===== config.mk =====
export PLATFORM = sky130hd
export DESIGN_NAME = au_op_sequencer_flat
export DESIGN_NICKNAME = d
export VERILOG_FILES = /design/src/rtl/au_op_sequencer_pkg.sv /design/src/rtl/au_op_sequencer_if.sv /design/src/rtl/au_op_sequencer_decode.sv /design/src/rtl/au_op_sequencer.sv /design/src/flat_wrapper.sv
export SDC_FILE = /design/constraint.sdc
export NUM_CORES = 1
export LEC_CHECK = 0
export CAP_MARGIN = 30
export CORE_MARGIN = 10
export CORE_UTILIZATION = 40
export CTS_CLUSTER_SIZE = 16
export DETAILED_ROUTE_END_ITERATION = 12
export PLACE_DENSITY = 0.75
export RECOVER_POWER = 25
export SYNTH_ARGS = -nofsm -noshare
export SYNTH_HDL_FRONTEND = slang
export SYNTH_SLANG_ARGS = --single-unit

===== constraint.sdc =====
create_clock -name clk -period 2.1 [get_ports clk]
set_clock_uncertainty 0.1 [all_clocks]
set_input_delay 0.525 -clock clk [delete_from_list [all_inputs] [get_ports clk]]
set_output_delay 0.525 -clock clk [all_outputs]
set_load 0.02 [all_outputs]

===== src/rtl/au_op_sequencer_pkg.sv =====
// ---------------------------------------------------------------------------
// au_op_sequencer_pkg
// Shared definitions for the arithmetic-unit operation sequencer:
//   - opcode constants (0..7 legal, 8..15 illegal)
//   - Router B operand selects (sel_R / sel_S) and increment selects (sel_I)
//   - AU mode encodings and result destination (cmd_dst) encodings
//   - FSM state type
// ---------------------------------------------------------------------------
package au_op_sequencer_pkg;

  // Opcodes
  localparam logic [3:0] OP_ADD = 4'd0;
  localparam logic [3:0] OP_SUB = 4'd1;
  localparam logic [3:0] OP_NEG = 4'd2;
  localparam logic [3:0] OP_MOV = 4'd3;
  localparam logic [3:0] OP_INC = 4'd4;
  localparam logic [3:0] OP_DEC = 4'd5;
  localparam logic [3:0] OP_MUL = 4'd6;
  localparam logic [3:0] OP_DIV = 4'd7;

  // Operand selects for R and S
  localparam logic [1:0] SEL_AB   = 2'b00;  // bank port A (R) / port B (S)
  localparam logic [1:0] SEL_QD   = 2'b01;  // RQ (R) / RD (S) temp registers
  localparam logic [1:0] SEL_ZERO = 2'b10;
  localparam logic [1:0] SEL_ONES = 2'b11;

  // Increment-in selects
  localparam logic [1:0] INC_ZERO   = 2'b00;
  localparam logic [1:0] INC_PLUS1  = 2'b01;
  localparam logic [1:0] INC_MINUS1 = 2'b10;

  // AU modes
  localparam logic [1:0] MODE_ADD = 2'b00;
  localparam logic [1:0] MODE_MUL = 2'b01;
  localparam logic [1:0] MODE_DIV = 2'b10;

  // Result destinations
  localparam logic [1:0] DST_BANK = 2'b00;
  localparam logic [1:0] DST_RQ   = 2'b01;
  localparam logic [1:0] DST_RD   = 2'b10;
  localparam logic [1:0] DST_BOTH = 2'b11;

  typedef enum logic [2:0] {
    ST_IDLE,
    ST_READ,
    ST_ISSUE,
    ST_WAIT,
    ST_WRITE
  } state_t;

  // True when the destination includes the Data Bank.
  function automatic logic dst_to_bank(input logic [1:0] dst);
    return (dst == DST_BANK) || (dst == DST_BOTH);
  endfunction

  // True when the destination includes the RQ temp register.
  function automatic logic dst_to_rq(input logic [1:0] dst);
    return (dst == DST_RQ) || (dst == DST_BOTH);
  endfunction

endpackage


===== src/rtl/au_op_sequencer_if.sv =====
// ---------------------------------------------------------------------------
// au_op_sequencer_if
// Bundles every non-clock/reset signal of the sequencer.
//   cmd_*   : command handshake from the host (valid/ready)
//   bank_*  : Data Bank read/write controls
//   sel_*, inv_* : Router B controls
//   au_*    : arithmetic unit start/mode/done/result
//   rq_we, rd_we, busy, op_done, err : status and temp-register writes
// Modports: slave = the sequencer, master = the host/environment side.
// ---------------------------------------------------------------------------
interface au_op_sequencer_if #(
  parameter int W  = 24,
  parameter int AW = 5
);
  logic          cmd_valid;
  logic          cmd_ready;
  logic [3:0]    cmd_op;
  logic [AW-1:0] cmd_ra;
  logic [AW-1:0] cmd_rb;
  logic [AW-1:0] cmd_wa;
  logic          cmd_tr;
  logic          cmd_ts;
  logic [1:0]    cmd_dst;

  logic          bank_re;
  logic [AW-1:0] bank_ra;
  logic [AW-1:0] bank_rb;
  logic          bank_we;
  logic [AW-1:0] bank_wa;
  logic [W-1:0]  bank_wd;

  logic [1:0]    sel_R;
  logic [1:0]    sel_S;
  logic          inv_R;
  logic          inv_S;
  logic [1:0]    sel_I;

  logic          au_start;
  logic [1:0]    au_mode;
  logic          au_done;
  logic [W-1:0]  au_res;

  logic          rq_we;
  logic          rd_we;
  logic          busy;
  logic          op_done;
  logic          err;

  modport slave (
    input  cmd_valid, cmd_op, cmd_ra, cmd_rb, cmd_wa, cmd_tr, cmd_ts, cmd_dst,
    input  au_done, au_res,
    output cmd_ready,
    output bank_re, bank_ra, bank_rb, bank_we, bank_wa, bank_wd,
    output sel_R, sel_S, inv_R, inv_S, sel_I,
    output au_start, au_mode,
    output rq_we, rd_we, busy, op_done, err
  );

  modport master (
    output cmd_valid, cmd_op, cmd_ra, cmd_rb, cmd_wa, cmd_tr, cmd_ts, cmd_dst,
    output au_done, au_res,
    input  cmd_ready,
    input  bank_re, bank_ra, bank_rb, bank_we, bank_wa, bank_wd,
    input  sel_R, sel_S, inv_R, inv_S, sel_I,
    input  au_start, au_mode,
    input  rq_we, rd_we, busy, op_done, err
  );
endinterface


===== src/rtl/au_op_sequencer_decode.sv =====
// ---------------------------------------------------------------------------
// au_op_decode
// Combinational opcode-to-router decode.
//   in : op (4b), tr (R from RQ), ts (S from RD)
//   out: sel_R, sel_S, inv_R, inv_S, sel_I, au_mode, illegal
// Illegal opcodes return all-zero controls with illegal=1.
// ---------------------------------------------------------------------------
module au_op_decode
  import au_op_sequencer_pkg::*;
(
  input  logic [3:0] op,
  input  logic       tr,
  input  logic       ts,
  output logic [1:0] sel_R,
  output logic [1:0] sel_S,
  output logic       inv_R,
  output logic       inv_S,
  output logic [1:0] sel_I,
  output logic [1:0] au_mode,
  output logic       illegal
);

  always_comb begin
    sel_R   = SEL_AB;
    sel_S   = SEL_AB;
    inv_R   = 1'b0;
    inv_S   = 1'b0;
    sel_I   = INC_ZERO;
    au_mode = MODE_ADD;
    illegal = 1'b0;

    case (op)
      OP_ADD: begin
        sel_R = SEL_AB;
      end
      OP_SUB: begin            // R + ~S + 1
        inv_S = 1'b1;
        sel_I = INC_PLUS1;
      end
      OP_NEG: begin            // 0 + ~S + 1
        sel_R = SEL_ZERO;
        inv_S = 1'b1;
        sel_I = INC_PLUS1;
      end
      OP_MOV: begin
        sel_S = SEL_ZERO;
      end
      OP_INC: begin
        sel_S = SEL_ZERO;
        sel_I = INC_PLUS1;
      end
      OP_DEC: begin
        sel_S = SEL_ZERO;
        sel_I = INC_MINUS1;
      end
      OP_MUL: begin
        au_mode = MODE_MUL;
      end
      OP_DIV: begin
        au_mode = MODE_DIV;
      end
      default: begin
        illegal = 1'b1;
      end
    endcase

    // Temp-register overrides only redirect bank operands; constant
    // selections (zero/ones) are kept as decoded.
    if (!illegal && tr && (sel_R == SEL_AB)) sel_R = SEL_QD;
    if (!illegal && ts && (sel_S == SEL_AB)) sel_S = SEL_QD;
  end

endmodule


===== src/rtl/au_op_sequencer.sv =====
// ---------------------------------------------------------------------------
// au_op_sequencer
// Sequences one arithmetic operation per accepted command:
//   IDLE -> READ (bank read) -> ISSUE (au_start) -> WAIT (au_done or
//   watchdog) -> WRITE (result to bank / RQ / RD) -> IDLE.
// Ports:
//   clk  : clock, rising edge
//   rst  : asynchronous active-high reset
//   bus  : au_op_sequencer_if.slave (command, bank, router, AU, status)
// Parameters: W datapath width, AW bank address width, TMO watchdog limit
// (number of WAIT cycles tolerated without au_done, must be >= 1).
// ---------------------------------------------------------------------------
module au_op_sequencer
  import au_op_sequencer_pkg::*;
#(
  parameter int W   = 24,
  parameter int AW  = 5,
  parameter int TMO = 255
) (
  input  logic              clk,
  input  logic              rst,
  au_op_sequencer_if.slave  bus
);

  localparam int WDW = (TMO > 1) ? $clog2(TMO) : 1;
  localparam logic [WDW-1:0] TMO_LAST = WDW'(TMO - 1);

  state_t         state_reg, state_next;
  logic [WDW-1:0] wdog_reg, wdog_next;
  logic           err_reg, err_next;

  // Latched command and captured result
  logic [3:0]     op_reg;
  logic [AW-1:0]  ra_reg, rb_reg, wa_reg;
  logic           tr_reg, ts_reg;
  logic [1:0]     dst_reg;
  logic [W-1:0]   res_reg;

  logic           accept;
  logic           route_en;

  // Decode sees the live command while idle (for the illegal check at
  // acceptance) and the latched command afterwards.
  logic [3:0]     dec_op;
  logic           dec_tr, dec_ts;
  logic [1:0]     d_sel_R, d_sel_S, d_sel_I, d_mode;
  logic           d_inv_R, d_inv_S, d_illegal;

  assign accept = (state_reg == ST_IDLE) && bus.cmd_valid;
  assign dec_op = (state_reg == ST_IDLE) ? bus.cmd_op : op_reg;
  assign dec_tr = (state_reg == ST_IDLE) ? bus.cmd_tr : tr_reg;
  assign dec_ts = (state_reg == ST_IDLE) ? bus.cmd_ts : ts_reg;

  au_op_decode u_decode (
    .op      (dec_op),
    .tr      (dec_tr),
    .ts      (dec_ts),
    .sel_R   (d_sel_R),
    .sel_S   (d_sel_S),
    .inv_R   (d_inv_R),
    .inv_S   (d_inv_S),
    .sel_I   (d_sel_I),
    .au_mode (d_mode),
    .illegal (d_illegal)
  );

  // State register
  always_ff @(posedge clk or posedge rst) begin
    if (rst) begin
      state_reg <= ST_IDLE;
    end else begin
      state_reg <= state_next;
    end
  end

  // Next state and outputs
  always_comb begin
    state_next    = state_reg;
    wdog_next     = wdog_reg;
    err_next      = 1'b0;
    route_en      = 1'b0;
    bus.cmd_ready = 1'b0;
    bus.bank_re   = 1'b0;
    bus.bank_ra   = '0;
    bus.bank_rb   = '0;
    bus.bank_we   = 1'b0;
    bus.bank_wa   = '0;
    bus.bank_wd   = '0;
    bus.au_start  = 1'b0;
    bus.rq_we     = 1'b0;
    bus.rd_we     = 1'b0;
    bus.op_done   = 1'b0;

    case (state_reg)
      ST_IDLE: begin
        bus.cmd_ready = 1'b1;
        if (accept) begin
          // Illegal commands are consumed here and only raise err.
          if (d_illegal) err_next = 1'b1;
          else           state_next = ST_READ;
        end
      end
      ST_READ: begin
        bus.bank_re = 1'b1;
        bus.bank_ra = ra_reg;
        bus.bank_rb = rb_reg;
        state_next  = ST_ISSUE;
      end
      ST_ISSUE: begin
        bus.au_start = 1'b1;
        route_en     = 1'b1;
        wdog_next    = '0;
        state_next   = ST_WAIT;
      end
      ST_WAIT: begin
        route_en = 1'b1;
        if (bus.au_done) begin
          state_next = ST_WRITE;
        end else if (wdog_reg == TMO_LAST) begin
          err_next   = 1'b1;
          state_next = ST_IDLE;
        end else begin
          wdog_next = wdog_reg + 1'b1;
        end
      end
      ST_WRITE: begin
        bus.op_done = 1'b1;
        bus.rq_we   = dst_to_rq(dst_reg);
        bus.rd_we   = (dst_reg == DST_RD);
        if (dst_to_bank(dst_reg)) begin
          bus.bank_we = 1'b1;
          bus.bank_wa = wa_reg;
          bus.bank_wd = res_reg;
        end
        state_next = ST_IDLE;
      end
      default: begin
        state_next = ST_IDLE;
      end
    endcase
  end

  assign bus.sel_R   = route_en ? d_sel_R : 2'b00;
  assign bus.sel_S   = route_en ? d_sel_S : 2'b00;
  assign bus.inv_R   = route_en & d_inv_R;
  assign bus.inv_S   = route_en & d_inv_S;
  assign bus.sel_I   = route_en ? d_sel_I : 2'b00;
  assign bus.au_mode = route_en ? d_mode  : 2'b00;
  assign bus.busy    = (state_reg != ST_IDLE);
  assign bus.err     = err_reg;

  // Command latch, result capture, watchdog and err pulse
  always_ff @(posedge clk or posedge rst) begin
    if (rst) begin
      wdog_reg <= '0;
      err_reg  <= 1'b0;
      op_reg   <= '0;
      ra_reg   <= '0;
      rb_reg   <= '0;
      wa_reg   <= '0;
      tr_reg   <= 1'b0;
      ts_reg   <= 1'b0;
      dst_reg  <= '0;
      res_reg  <= '0;
    end else begin
      wdog_reg <= wdog_next;
      err_reg  <= err_next;
      if (accept) begin
        op_reg  <= bus.cmd_op;
        ra_reg  <= bus.cmd_ra;
        rb_reg  <= bus.cmd_rb;
        wa_reg  <= bus.cmd_wa;
        tr_reg  <= bus.cmd_tr;
        ts_reg  <= bus.cmd_ts;
        dst_reg <= bus.cmd_dst;
      end
      if ((state_reg == ST_WAIT) && bus.au_done) begin
        res_reg <= bus.au_res;
      end
    end
  end

endmodule

===== src/flat_wrapper.sv =====
// flat-port wrapper written by rule: the top's interface ports become plain ports
module au_op_sequencer_flat import au_op_sequencer_pkg::*;
#(
  parameter int W   = 24,
  parameter int AW  = 5,
  parameter int TMO = 255
)
  (clk, rst, bus_cmd_valid, bus_cmd_op, bus_cmd_ra, bus_cmd_rb, bus_cmd_wa, bus_cmd_tr, bus_cmd_ts, bus_cmd_dst, bus_au_done, bus_au_res, bus_cmd_ready, bus_bank_re, bus_bank_ra, bus_bank_rb, bus_bank_we, bus_bank_wa, bus_bank_wd, bus_sel_R, bus_sel_S, bus_inv_R, bus_inv_S, bus_sel_I, bus_au_start, bus_au_mode, bus_rq_we, bus_rd_we, bus_busy, bus_op_done, bus_err);
  au_op_sequencer_if #(.W(W), .AW(AW)) bus_i ();
  input  logic clk;
  input  logic rst;
  input wire logic [$bits(bus_i.cmd_valid)-1:0] bus_cmd_valid;
  input wire logic [$bits(bus_i.cmd_op)-1:0] bus_cmd_op;
  input wire logic [$bits(bus_i.cmd_ra)-1:0] bus_cmd_ra;
  input wire logic [$bits(bus_i.cmd_rb)-1:0] bus_cmd_rb;
  input wire logic [$bits(bus_i.cmd_wa)-1:0] bus_cmd_wa;
  input wire logic [$bits(bus_i.cmd_tr)-1:0] bus_cmd_tr;
  input wire logic [$bits(bus_i.cmd_ts)-1:0] bus_cmd_ts;
  input wire logic [$bits(bus_i.cmd_dst)-1:0] bus_cmd_dst;
  input wire logic [$bits(bus_i.au_done)-1:0] bus_au_done;
  input wire logic [$bits(bus_i.au_res)-1:0] bus_au_res;
  output wire logic [$bits(bus_i.cmd_ready)-1:0] bus_cmd_ready;
  output wire logic [$bits(bus_i.bank_re)-1:0] bus_bank_re;
  output wire logic [$bits(bus_i.bank_ra)-1:0] bus_bank_ra;
  output wire logic [$bits(bus_i.bank_rb)-1:0] bus_bank_rb;
  output wire logic [$bits(bus_i.bank_we)-1:0] bus_bank_we;
  output wire logic [$bits(bus_i.bank_wa)-1:0] bus_bank_wa;
  output wire logic [$bits(bus_i.bank_wd)-1:0] bus_bank_wd;
  output wire logic [$bits(bus_i.sel_R)-1:0] bus_sel_R;
  output wire logic [$bits(bus_i.sel_S)-1:0] bus_sel_S;
  output wire logic [$bits(bus_i.inv_R)-1:0] bus_inv_R;
  output wire logic [$bits(bus_i.inv_S)-1:0] bus_inv_S;
  output wire logic [$bits(bus_i.sel_I)-1:0] bus_sel_I;
  output wire logic [$bits(bus_i.au_start)-1:0] bus_au_start;
  output wire logic [$bits(bus_i.au_mode)-1:0] bus_au_mode;
  output wire logic [$bits(bus_i.rq_we)-1:0] bus_rq_we;
  output wire logic [$bits(bus_i.rd_we)-1:0] bus_rd_we;
  output wire logic [$bits(bus_i.busy)-1:0] bus_busy;
  output wire logic [$bits(bus_i.op_done)-1:0] bus_op_done;
  output wire logic [$bits(bus_i.err)-1:0] bus_err;
  assign bus_i.cmd_valid = bus_cmd_valid;
  assign bus_i.cmd_op = bus_cmd_op;
  assign bus_i.cmd_ra = bus_cmd_ra;
  assign bus_i.cmd_rb = bus_cmd_rb;
  assign bus_i.cmd_wa = bus_cmd_wa;
  assign bus_i.cmd_tr = bus_cmd_tr;
  assign bus_i.cmd_ts = bus_cmd_ts;
  assign bus_i.cmd_dst = bus_cmd_dst;
  assign bus_i.au_done = bus_au_done;
  assign bus_i.au_res = bus_au_res;
  assign bus_cmd_ready = bus_i.cmd_ready;
  assign bus_bank_re = bus_i.bank_re;
  assign bus_bank_ra = bus_i.bank_ra;
  assign bus_bank_rb = bus_i.bank_rb;
  assign bus_bank_we = bus_i.bank_we;
  assign bus_bank_wa = bus_i.bank_wa;
  assign bus_bank_wd = bus_i.bank_wd;
  assign bus_sel_R = bus_i.sel_R;
  assign bus_sel_S = bus_i.sel_S;
  assign bus_inv_R = bus_i.inv_R;
  assign bus_inv_S = bus_i.inv_S;
  assign bus_sel_I = bus_i.sel_I;
  assign bus_au_start = bus_i.au_start;
  assign bus_au_mode = bus_i.au_mode;
  assign bus_rq_we = bus_i.rq_we;
  assign bus_rd_we = bus_i.rd_we;
  assign bus_busy = bus_i.busy;
  assign bus_op_done = bus_i.op_done;
  assign bus_err = bus_i.err;
  au_op_sequencer #(.W(W), .AW(AW), .TMO(TMO)) u_core (.clk(clk), .rst(rst), .bus(bus_i));
endmodule

Word-level counts from Yosys, hierarchy flattened
Cells that the tools add are included.
Word-level totals
  input port bits: 51
  flip-flop bits (word level): 59
  logic and storage cells: 97
  output and inout port bits: 58
Cells by class
  bitwise operators: 1
  $add $sub $neg: 1
  equality and inequality tests: 20
  muxes and demuxes: 42
  reductions and logical operators: 22
Operators by type and width (count)
  two-way mux 24 bit: 2
  two-way mux 5 bit: 4
  == test 4 x 3 -> 1 bit, second input constant: 4
  two-way mux 1 bit: 16
  two-way mux 2 bit: 8
  two-way mux 8 bit: 2
  case mux 8 bit (2 select lines): 1
  two-way mux 3 bit: 4
  case mux 3 bit (4 select lines): 1
  adder 8 x 1 -> 8 bit, second input constant: 1
  == test 4 x 2 -> 1 bit, second input constant: 2
  == test 8 bit, second input constant: 1
  case mux 2 bit (2 select lines): 2
  OR reduction 8 bit: 1
  == test 3 x 2 -> 1 bit, second input constant: 2
  logical AND 1 bit: 6
  zero test 2 bit: 3
  != test 2 bit, second input constant: 3
  AND reduction 3 bit: 2
  OR reduction 3 bit: 2
  == test 2 bit, second input constant: 2
  == test 4 x 1 -> 1 bit, second input constant: 1
  zero test 4 bit: 1
  two-way mux 4 bit: 1
  12 further kinds: 14

Logic depth before layout (Yosys ltp)
Gate-level depths: netlist of run 1.
  depth in word-level cells: 9
  depth in mapped cells: 7
  gate-level depth less buffers: 6

Cells and area by module
A second synthesis of run 1 with hierarchy kept.
Second synthesis, totals
  cells, all modules: 260
  area, all modules: 3195.6 µm²
Modules (own cells, without submodules)
  au_op_sequencer: area each 3052.9 µm², cells each 239, instances 1, seq. area each 1476.4 µm²
  au_op_decode: area each 142.6 µm², cells each 21, instances 1, seq. area each 0.0 µm²

Worst setup path before layout of run 1
No wires, ideal clock.
  path kind: register -> output
  start: reg u_core.state_reg[0]
  end: out bus_sel_R[1]
  stages on the path, launching flop included: 6
  required time: 1.475 ns
  arrival time: 1.672 ns
  path buffers: 2
  path slack: -0.197 ns
  cell sequence: dfrtp_1 -> buf_2 -> nor3_2 -> buf_4 -> a31oi_1 -> nor4_1
Between the ends
  cells in the longest elaborated chain, start to end: 8
  elaborated cells between the ends (all ways): 22
  those cells by class: eq/ne (9); mux (6); reduce/logical (7)
RTL lines
  start: declaration: RTL line au_op_sequencer.sv:28  | state_t state_reg, state_next;
  start signal: assignment: RTL line au_op_sequencer.sv:72  | state_reg <= state_next;
  zero test 3 bit: RTL line au_op_sequencer.sv:50, au_op_sequencer.sv:51
  two-way mux 4 bit: RTL line au_op_sequencer.sv:50  | assign dec_op = (state_reg == ST_IDLE) ? bus.cmd_op : op_reg;
  == test 4 x 3 -> 1 bit, or another cell as far along: RTL line au_op_sequencer_decode.sv:32  | case (op)
  OR reduction 8 bit (no source line) or two-way mux 2 bit (tied branches)
  logical AND 1 bit or zero test 2 bit (tied branches): RTL line au_op_sequencer_decode.sv:69  | if (!illegal && tr && (sel_R == SEL_AB)) sel_R = SEL_QD;
  logical AND 1 bit: RTL line au_op_sequencer_decode.sv:69
  two-way mux 2 bit: RTL line au_op_sequencer_decode.sv:69
  two-way mux 2 bit (*): RTL line au_op_sequencer.sv:143  | assign bus.sel_R = route_en ? d_sel_R : 2'b00;
  end: declaration: RTL line flat_wrapper.sv:29  | output wire logic [$bits(bus_i.sel_R)-1:0] bus_sel_R;
Mark *: on every way between the ends. The rest lies on a longest branch, timed or not.

Worst setup path after layout of run 1
  start: reg u_core.state_reg[1]
  end: out bus_sel_I[0]
Between the ends
  cells in the longest elaborated chain, start to end: 6
  elaborated cells between the ends (all ways): 13
  those cells by class: eq/ne (6); mux (4); reduce/logical (3)
RTL lines
  zero test 3 bit: RTL line au_op_sequencer.sv:50
  two-way mux 4 bit: RTL line au_op_sequencer.sv:50
  == test 4 x 3 -> 1 bit, or another cell as far along: RTL line au_op_sequencer_decode.sv:32
  OR reduction 3 bit (no source line)
  case mux 2 bit (2 select lines): RTL line au_op_sequencer_decode.sv:32
  two-way mux 2 bit (*): RTL line au_op_sequencer.sv:147  | assign bus.sel_I = route_en ? d_sel_I : 2'b00;
  end: declaration: RTL line flat_wrapper.sv:33  | output wire logic [$bits(bus_i.sel_I)-1:0] bus_sel_I;
Marks and branches as above.

==> flow_metrics.env, run 1 <==
export IMPL_grt_pass1_wl_um=14300
export IMPL_yosysWarningCount=0
export IMPL_clk_pin_slew_ps=70
export IMPL_synth_cell_types=50
export IMPL_async_flop_share_pct=100
export IMPL_die_area_um2=11500
export IMPL_die_y_um=107
export IMPL_dpl_cell_area_um2=4540
export IMPL_htreeDepth=3
export IMPL_finalNetCount=481
export IMPL_antenna_found_initial=0
export IMPL_area_growth_pct=68.1
export IMPL_max_freq_ghz=0.420
export IMPL_final_layout_size_suffix_gt1_share_pct=46.3
export IMPL_leakagePower_nw=2.35
export IMPL_fillers=525
export IMPL_first_global_vias=2867
export IMPL_cts_root_buf="clkbuf_8"
export IMPL_holdBufCountCts=0
export IMPL_postRouteAntennaNets=0
export IMPL_path_max_fanout=7
export IMPL_hold_path_class="flop to flop"
export IMPL_diodes=0
export IMPL_largest_reg_flops=24
export IMPL_portBuffers=107
export IMPL_fin_crit_sh_pct=113
export IMPL_synth_nets=322
export IMPL_maxSlewHeadroom_pct=14.0
export IMPL_routed_wl_um=9370
export IMPL_critPathLaunch="u_core.state_reg[1]$_DFFE_PP0P_"
export IMPL_synth_edf_count=0
export IMPL_overflow=0
export IMPL_rows=31
export IMPL_coreArea_um2=7330
export IMPL_cts_tree="done"
export IMPL_final_max_slew_viol_count=0
export IMPL_yosysMostFrequentCell="dfrtp_1"
export IMPL_fin_ws_ps=-279
export IMPL_synth_largest_area_cell="dfrtp_1"
export IMPL_place_worst_setup_slack_ps=-710
export IMPL_grt_max_degree=36
export IMPL_end_kind="output port"
export IMPL_hp_start="u_core.ra_reg[2]$_DFFE_PP0P_"
export IMPL_clock_latency_ps=330
export IMPL_r2r_start="u_core.state_reg[1]$_DFFE_PP0P_"
export IMPL_yosysSeqAreaShare_pct=48.3
export IMPL_path_class="flop to output port"
export IMPL_via_count=2673
export IMPL_cts_buffers=9
export IMPL_route_detailed_drc=0
export IMPL_syn_area_per_cell_um2=11.5
export IMPL_firstDrtPassIters=5
export IMPL_hold_violations=0
export IMPL_status="complete, but fails checks"
export IMPL_final_area_um2=5130
export IMPL_viasPerCell=5.05
export IMPL_clock_path_buffers=2
export IMPL_syn_area_um2=3060
export IMPL_finalWeightedCongestion=0.841
export IMPL_syn_inst=266
export IMPL_cts_sinks=59
export IMPL_wire_per_inst_um=17.7
export IMPL_finalSetupViolCount=50
export IMPL_peakVddDrop_mv=0.770
export IMPL_grt_use_total_pct=15.5
export IMPL_die_w_um=107
export IMPL_multi_input_area_um2=1640
export IMPL_cp_data_required_time_ps=1470
export IMPL_fin_crit_ps=2380
export IMPL_dp_hpwl_um=6360
export IMPL_violations="setup timing"
export IMPL_synth_area_leaders="dfrtp_1 48%, mux2_1 13%, and2_1 9.0%"
export IMPL_rsz0062_at_grt="true"
export IMPL_start_util_pct=41.7
export IMPL_power_density_nw_per_um2=1220
export IMPL_arrival_ps=1750
export IMPL_synthTopCellsByCount="59 x dfrtp_1, 44 x and2_1, 35 x mux2_1"
export IMPL_worst_pin_slew_ps=1290
export IMPL_cp_start_kind="flop"
export IMPL_first_iter_violations=91
export IMPL_maxCapViolations=0
export IMPL_yosys_register_bits=59
export IMPL_ys_flop_type="dfrtp_1"
export IMPL_seqCellArea_um2=1480
export IMPL_post_synth_top_area_fraction_pct=48.3
export IMPL_io_pins=109
-- per-layer routing --
| metal | share of wire, % | global-route usage, % | vias to the layer above | wire (um) |
|---|---|---|---|---|
| li1 | - | - | 1230 | - |
| met4 | 2.7 | 6.97 | 0 | 255 |
| met2 | 51 | 26.9 | 103 | 4820 |
| met3 | 8.5 | 5.69 | 24 | 793 |
| met5 | 0 | 0 | - | 0 |
| met1 | 37 | 16.5 | 1316 | 3500 |
-- critical path, stage by stage, from the launching register on --
cell	delay, ps
dfrtp_1	400
nor3_2	210
buf_6	170
mux2i_2	240
nor2_1	70
o21a_1	190
buf_6	130
-- cell type report --
class,instances,share of cell area (%)
clock buffer,10,2.49
clock inverter,6,1.56
inverter,8,0.585
multi-input combinational,183,31.9
sequential,59,28.8
tap,99,2.41
timing repair buffer,164,32.3
-- layout by cell type (no fill, tap or decap), types with 3 or more instances in the layout --
cell / Yosys / routed
dfrtp_1: 59 / 59
buf_6: 5 / 50
clkdlybuf4s50_1: 0 / 49
buf_4: 2 / 47
and2_4: 0 / 39
mux2_1: 35 / 35
nor2_1: 14 / 14
nand2_1: 12 / 12
mux2_2: 11 / 11
clkbuf_8: 0 / 9
inv_1: 8 / 6
a21oi_1: 5 / 5
nand3_1: 5 / 5
buf_12: 0 / 5
and2_1: 44 / 4
ha_1: 5 / 4
clkinv_2: 0 / 4
o21ai_0: 3 / 3
clkdlybuf4s15_2: 0 / 3
buf_2: 2 / 3
-- path summary, 6_finish.rpt --
kind | endpoint | slack (ps) | cells past startpoint
worst max-delay path | bus_sel_I[0] | -280 | 6
worst min-delay path | u_core.ra_reg[2]$_DFFE_PP0P_ | 380 | 1
worst max register to register | u_core.wa_reg[2]$_DFFE_PP0P_ | 90 | 8
worst min register to register | u_core.ra_reg[2]$_DFFE_PP0P_ | 380 | 1
max in group asynchronous | u_core.op_reg[1]$_DFFE_PP0P_ | 170 | 3
min in group asynchronous | u_core.res_reg[16]$_DFFE_PP0P_ | 830 | 3
-- logic make-up after synthesis --
logic type	count (synthesis)	share of synthesized area [%]
simple gates	99	19.2
xor+xnor	4	1.15
flops	59	48.3
other cells	1	0.123
compound gates	26	7.08
buf+inv	24	4.50
fa+ha+maj	5	2.05
mux	48	17.6
-- per-stage QoR --
step	instances	setup TNS, ps	utilization [%]	hold slack, ps	power [mW]
global route	529	-13890	70.0	406	6.66
floorplan	266	0	-	349	3.43
global placement	499	-14410	61.9	358	4.57
CTS	520	-9240	66.2	381	6.05
detailed placement	499	-15190	61.9	366	4.68
finish	529	-8540	70.0	385	6.29
-- power breakdown --
group	switching, mW	internal (mW)
clock	0.454	0.660
sequential	0.345	1.67
combinational	1.42	1.74
-- repair_timing --
| item | 4_1_cts | 5_1_grt |
|---|---|---|
| gates cloned | 2 | 2 |
| resized for setup | 313 | 71 |
| endpoints found under the setup margin | 56 | 56 |
| buffers inserted | 3 | 8 |
| pin swaps | 1 | 40 |
Power figures use the tool's default switching activity.
==> run 2, diff against run 1 <==
==> constraint.sdc (replaced) <==
create_clock -name clk -period 2.1 [get_ports clk]
set_clock_uncertainty 0.1 [all_clocks]
set_input_delay 0.525 -clock clk [delete_from_list [all_inputs] [get_ports clk]]
set_output_delay 0.525 -clock clk [all_outputs]
set_load 0.005 [all_outputs]
==> run 2 against run 1 <==
  * The flow still finishes with violations (setup timing)
  * Critical path depth up 1
  * Final cell count is 1.5% higher
  * Die area did not move
  * Clock power decreased by 19%
  * Critical endpoint unchanged
  * Largest cell class unchanged
  * Highest routed layer unchanged
==> flow_metrics.env, run 2 (same netlist as run 1, synthesis figures left out) <==
export IMPL_status="complete, but fails checks"
export IMPL_violations="setup timing"
export IMPL_largest_reg_flops=24
export IMPL_io_pins=109
export IMPL_maxCapViolations=0
export IMPL_dr_max_layer_used="met4"
export IMPL_met1_length_um=3760
export IMPL_arrival_ps=1760
export IMPL_overflow=0
export IMPL_dp_cells=496
export IMPL_hold_path_class="flop to flop"
export IMPL_dp_hpwl_um=6360
export IMPL_cts_buffers=9
export IMPL_clk_pin_slew_ps=60
export IMPL_rsz0062_at_grt="true"
export IMPL_end_kind="output port"
export IMPL_finalWeightedCongestion=0.816
export IMPL_cp_data_required_time_ps=1470
export IMPL_clock_latency_ps=330
export IMPL_peakVddDrop_mv=0.672
export IMPL_die_w_um=107
export IMPL_dpl_cell_area_um2=4520
export IMPL_grt_use_total_pct=16.0
export IMPL_start_util_pct=41.7
export IMPL_maxSlewHeadroom_pct=61.6
export IMPL_portBuffers=107
export IMPL_final_area_um2=5130
export IMPL_met2_length_um=4590
export IMPL_worst_pin_slew_ps=575
export IMPL_htreeDepth=3
export IMPL_final_max_slew_viol_count=0
export IMPL_die_y_um=107
export IMPL_grt_max_degree=21
export IMPL_critPathLaunch="u_core.state_reg[1]$_DFFE_PP0P_"
export IMPL_antenna_found_initial=0
export IMPL_postRouteAntennaNets=0
export IMPL_clock_path_buffers=2
export IMPL_cts_root_buf="clkbuf_8"
export IMPL_diodes=0
export IMPL_instances_no_fill=537
export IMPL_leakagePower_nw=2.38
export IMPL_viasPerCell=4.89
export IMPL_fin_ws_ps=-282
export IMPL_grt_pass1_wl_um=14700
export IMPL_wire_per_inst_um=17.4
export IMPL_finish_utilization_pct=69.9
export IMPL_route_detailed_drc=0
export IMPL_r2r_start="u_core.wdog_reg[0]$_DFFE_PP0P_"
export IMPL_firstDrtPassIters=5
export IMPL_max_freq_ghz=0.420
export IMPL_fin_crit_sh_pct=113
export IMPL_layout_commonest_cell="dfrtp_1"
export IMPL_coreArea_um2=7330
export IMPL_power_density_nw_per_um2=1160
export IMPL_first_global_vias=2829
export IMPL_finalSetupViolCount=51
export IMPL_route_met3_wl_um=809
export IMPL_place_worst_setup_slack_ps=-568
export IMPL_first_iter_violations=82
export IMPL_holdBufCountCts=0
export IMPL_cts_sinks=59
export IMPL_finalNetCount=491
export IMPL_final_layout_size_suffix_gt1_share_pct=47.0
export IMPL_final_cell_mix="58 x dfrtp_1, 56 x buf_6, 50 x clkdlybuf4s50_1"
export IMPL_hold_violations=0
export IMPL_path_class="flop to output port"
export IMPL_rows=31
export IMPL_cp_start_kind="flop"
export IMPL_area_growth_pct=67.8
export IMPL_cts_tree="done"
export IMPL_routed_wl_um=9340
export IMPL_fin_crit_ps=2380
export IMPL_path_max_fanout=5
export IMPL_via_count=2624
export IMPL_die_area_um2=11500
export IMPL_hp_start="u_core.res_reg[19]$_DFFE_PP0P_"
run 2: final timing paths:
check,slack (ps),cells past startpoint,to
worst min-delay path,390,1,u_core.res_reg[19]$_DFFE_PP0P_
min in group asynchronous,600,2,u_core.res_reg[21]$_DFFE_PP0P_
max in group asynchronous,400,3,u_core.res_reg[17]$_DFFE_PP0P_
worst min register to register,390,1,u_core.res_reg[19]$_DFFE_PP0P_
worst max register to register,180,6,u_core.wdog_reg[3]$_DFFE_PP0P_
worst max-delay path,-280,7,bus_sel_I[0]
run 2: layout make-up:
| type | instances | area [um^2] |
|---|---|---|
| clock inverter | 3 | 15.0 |
| inverter | 8 | 30.0 |
| clock buffer | 11 | 151 |
| multi-input combinational | 183 | 1620 |
| fill | 545 | 2200 |
| tap | 99 | 124 |
| timing repair buffer | 174 | 1710 |
| sequential | 59 | 1480 |
run 2: stage by stage:
stage          hold slack, ps  power (mW)  TNS (ps)
6_report                  385        5.94     -9240
5_1_grt                   410        6.33    -12800
4_1_cts                   385        5.65     -8920
3_3_place_gp              360        4.26     -8880
3_5_place_dp              370        4.37     -9840
2_1_floorplan             349        3.19         0
run 2: power by group:
part           total (mW)  internal [mW]  switching [mW]  leakage, nW
clock network       0.904          0.473           0.431       0.0908
registers            2.03           1.67           0.355        0.718
logic                3.00           1.80            1.20         1.57
total                5.94           3.94            1.99         2.38
run 2: what timing repair did:
action | CTS | global route
gates resized for setup | 299 | 38
buffers inserted | 20 | 8
hold endpoints to repair | 0 | 0
endpoints found under the setup margin | 56 | 56
cloned | 2 | 0
pin swaps | 50 | 9
run 2: critical path, cell delays in order (launching register included):
cell and delay [ps]:
dfrtp_2 430, nor3_2 170, buf_4 170, buf_6 110, mux2i_2 220, nor2_1 60
o21a_1 160, buf_2 120
run 2: layer usage:
layer / vias to the layer above / track usage (%)
li1: 1251 / -
met1: 1283 / 18.1
met2: 76 / 26.3
met3: 14 / 7.31
met4: 0 / 4.96
met5: - / 0
==> run 3, diff against run 2 <==
ABC_CLOCK_PERIOD_IN_PS = 2100   (was not set)
==> results of run 3 <==
No change in the layout: final DEF, timing and power equal those of run 2.
==> patch (settings of run 2) <==
`AW` is set to 5 in 3 places; all go to 3.
--- a/src/rtl/au_op_sequencer_if.sv
+++ b/src/rtl/au_op_sequencer_if.sv
@@ -10,7 +10,7 @@
 // ---------------------------------------------------------------------------
 interface au_op_sequencer_if #(
   parameter int W  = 24,
-  parameter int AW = 5
+  parameter int AW = 3
 );
   logic          cmd_valid;
   logic          cmd_ready;
--- a/src/rtl/au_op_sequencer.sv
+++ b/src/rtl/au_op_sequencer.sv
@@ -14,7 +14,7 @@
   import au_op_sequencer_pkg::*;
 #(
   parameter int W   = 24,
-  parameter int AW  = 5,
+  parameter int AW  = 3,
   parameter int TMO = 255
 ) (
   input  logic              clk,
--- a/src/flat_wrapper.sv
+++ b/src/flat_wrapper.sv
@@ -2,7 +2,7 @@
 module au_op_sequencer_flat import au_op_sequencer_pkg::*;
 #(
   parameter int W   = 24,
-  parameter int AW  = 5,
+  parameter int AW  = 3,
   parameter int TMO = 255
 )
   (clk, rst, bus_cmd_valid, bus_cmd_op, bus_cmd_ra, bus_cmd_rb, bus_cmd_wa, bus_cmd_tr, bus_cmd_ts, bus_cmd_dst, bus_au_done, bus_au_res, bus_cmd_ready, bus_bank_re, bus_bank_ra, bus_bank_rb, bus_bank_we, bus_bank_wa, bus_bank_wd, bus_sel_R, bus_sel_S, bus_inv_R, bus_inv_S, bus_sel_I, bus_au_start, bus_au_mode, bus_rq_we, bus_rd_we, bus_busy, bus_op_done, bus_err);
Ports: changed (6 resized); port bits go from 109 to 97. No check against the original RTL was run, so the function may have changed too.
==> patch against run 2 <==
- the flow still finishes with violations (setup timing)
- core utilization decreased by 1.7 points
- area after synthesis is 8.6% lower
- power fell by 4.5%
- via count down 4.2%
- maximum frequency fell by 4.1%
- worst setup slack lost 0.10 ns
- wire length down 7.3%
- design area fell by 9.6%
- sequential share of layout area fell by 0.20 points
- sequential cell count decreased by 6
- clock power shrank 20%
- global-route usage fell by 1.4 points
==> patch: results (changes against run 2) <==
{
  "global_routing": {
    "grt_pass1_wl": {"value": 13100, "unit": "um", "change": "-11%"},
    "grt_max_degree": {"value": 54, "change": "+160%"},
    "grt.met1_usage": {"value": 0.148, "change": "-0.0327"}
  },
  "timing": {
    "worst-slew-pin-transition": {"value": 1.31, "unit": "ns", "change": "+0.738 ns"},
    "fin_ws": {"value": -0.383, "unit": "ns", "change": "-0.101 ns"},
    "setup_viol_count_final": {"value": 46, "change": "-9.8%"}
  },
  "cells_and_area": {
    "number_of_nets_in_the_final_layout": {"value": 447, "change": "-9.0%"},
    "drive_gt1_frac": {"value": 0.460, "change": "-0.0105"}
  },
  "placed_design": {
    "globalplace.congestion": {"value": 0.877, "change": "+7.5%"},
    "io_buffer_count": {"value": 95, "change": "-11%"}
  },
  "cts": {
    "cts_htree_levels": {"value": 2, "change": "-1"},
    "cts_inserted_buffers": {"value": 5, "change": "-4"},
    "worst_setup_hold_path_clk_slew": {"value": 0.10, "unit": "ns", "change": "+0.04 ns"},
    "clock_latency_late_sink": {"value": 0.31, "unit": "ns", "change": "-0.02 ns"}
  },
  "logic_synthesis": {
    "synth_top_cells_by_count": "53 x dfrtp_1, 29 x and3_1, 24 x mux2_2",
    "synth_area_per_cell": {"value": 10.9, "unit": "um2", "change": "-5.0%"},
    "adder_and_majority_cell_fraction_of_the_synthesized_area": {"value": 0.0224, "change": "+0.00192"},
    "synth-compound-area-share": {"value": 0.0784, "change": "+0.00753"},
    "synth_sequential_area_ratio": {"value": 0.475, "change": "-0.00851"}
  },
  "drt": {
    "drt-pass1-iter-count": {"value": 4, "change": "-1"},
    "drt_iter0_markers": {"value": 99, "change": "+21%"},
    "post_drt_wl_per_cell": {"value": 17.5, "unit": "um", "change": "+0.80%"},
    "met2_length": {"value": 4560, "unit": "um", "change": "-0.68%"},
    "vias_per_cell": {"value": 5.09, "change": "+4.2%"}
  },
  "status": {
    "violations": "setup timing",
    "run_status": "complete, but fails checks"
  },
  "power": {
    "irDropWorstVdd": {"value": 0.665, "unit": "mV", "change": "-1.1%"},
    "power_switching_share": {"value": 0.362, "change": "+0.0260"}
  }
}
-- patch: changes by cell type after synthesis, sizes merged, moves of 3 or more --
cell and delta:
and2 -36, and3 +25, dfrtp -6, mux2 -8, nand2b +3, nor2 -3, nor3 +3, o21ai +7
-- patch: per-stage QoR --
stage	instance area, um2	TNS, ns	worst slack [ns]	power [mW]
floorplan	2790	0	0.0975	3.06
global placement	4050	-11.01	-0.616	4.12
detailed placement	4050	-11.34	-0.692	4.22
CTS	4410	-9.45	-0.356	5.32
global route	4630	-12.25	-0.454	6.04
finish	4630	-8.66	-0.383	5.67
-- patch: worst paths after layout --
| check | start | to | slack (ns) | cells after the start |
|---|---|---|---|---|
| setup / recovery | u_core.state_reg[0] | bus_sel_R[0] | -0.38 | 8 |
| hold reg to reg | u_core.rb_reg[2] | u_core.rb_reg[2] | 0.39 | 1 |
| setup reg to reg | u_core.state_reg[0] | u_core.ts_reg | 0.09 | 7 |
| hold / removal | u_core.rb_reg[2] | u_core.rb_reg[2] | 0.39 | 1 |
| min in group asynchronous | rst | u_core.bus.err | 0.86 | 3 |
| max in group asynchronous | rst | u_core.wdog_reg[5] | 0.27 | 3 |
-- patch: timing repair --
item / CTS / global route
resized for setup: 247 / 56
setup buffers: 22 / 6
gates cloned: 2 / 0
endpoints found under the setup margin: 50 / 49
pin swaps: 24 / 17
-- patch: final cells by class --
class,instances,area share
clock inverters,1,0.00648
flip-flops and latches,53,0.286
inverters,11,0.0122
repair buffers,150,0.314
multi-input cells,176,0.336
well taps,96,0.0259
clock buffers,7,0.0186
-- patch: worst max-delay path, delay by kind of cell, from the launching register on --
family                 cells  cell delay [ns]
DFF                        1             0.41
buffers and inverters      4             0.45
and+or+nand+nor            2             0.40
AOI/OAI and AO/OA          2             0.30
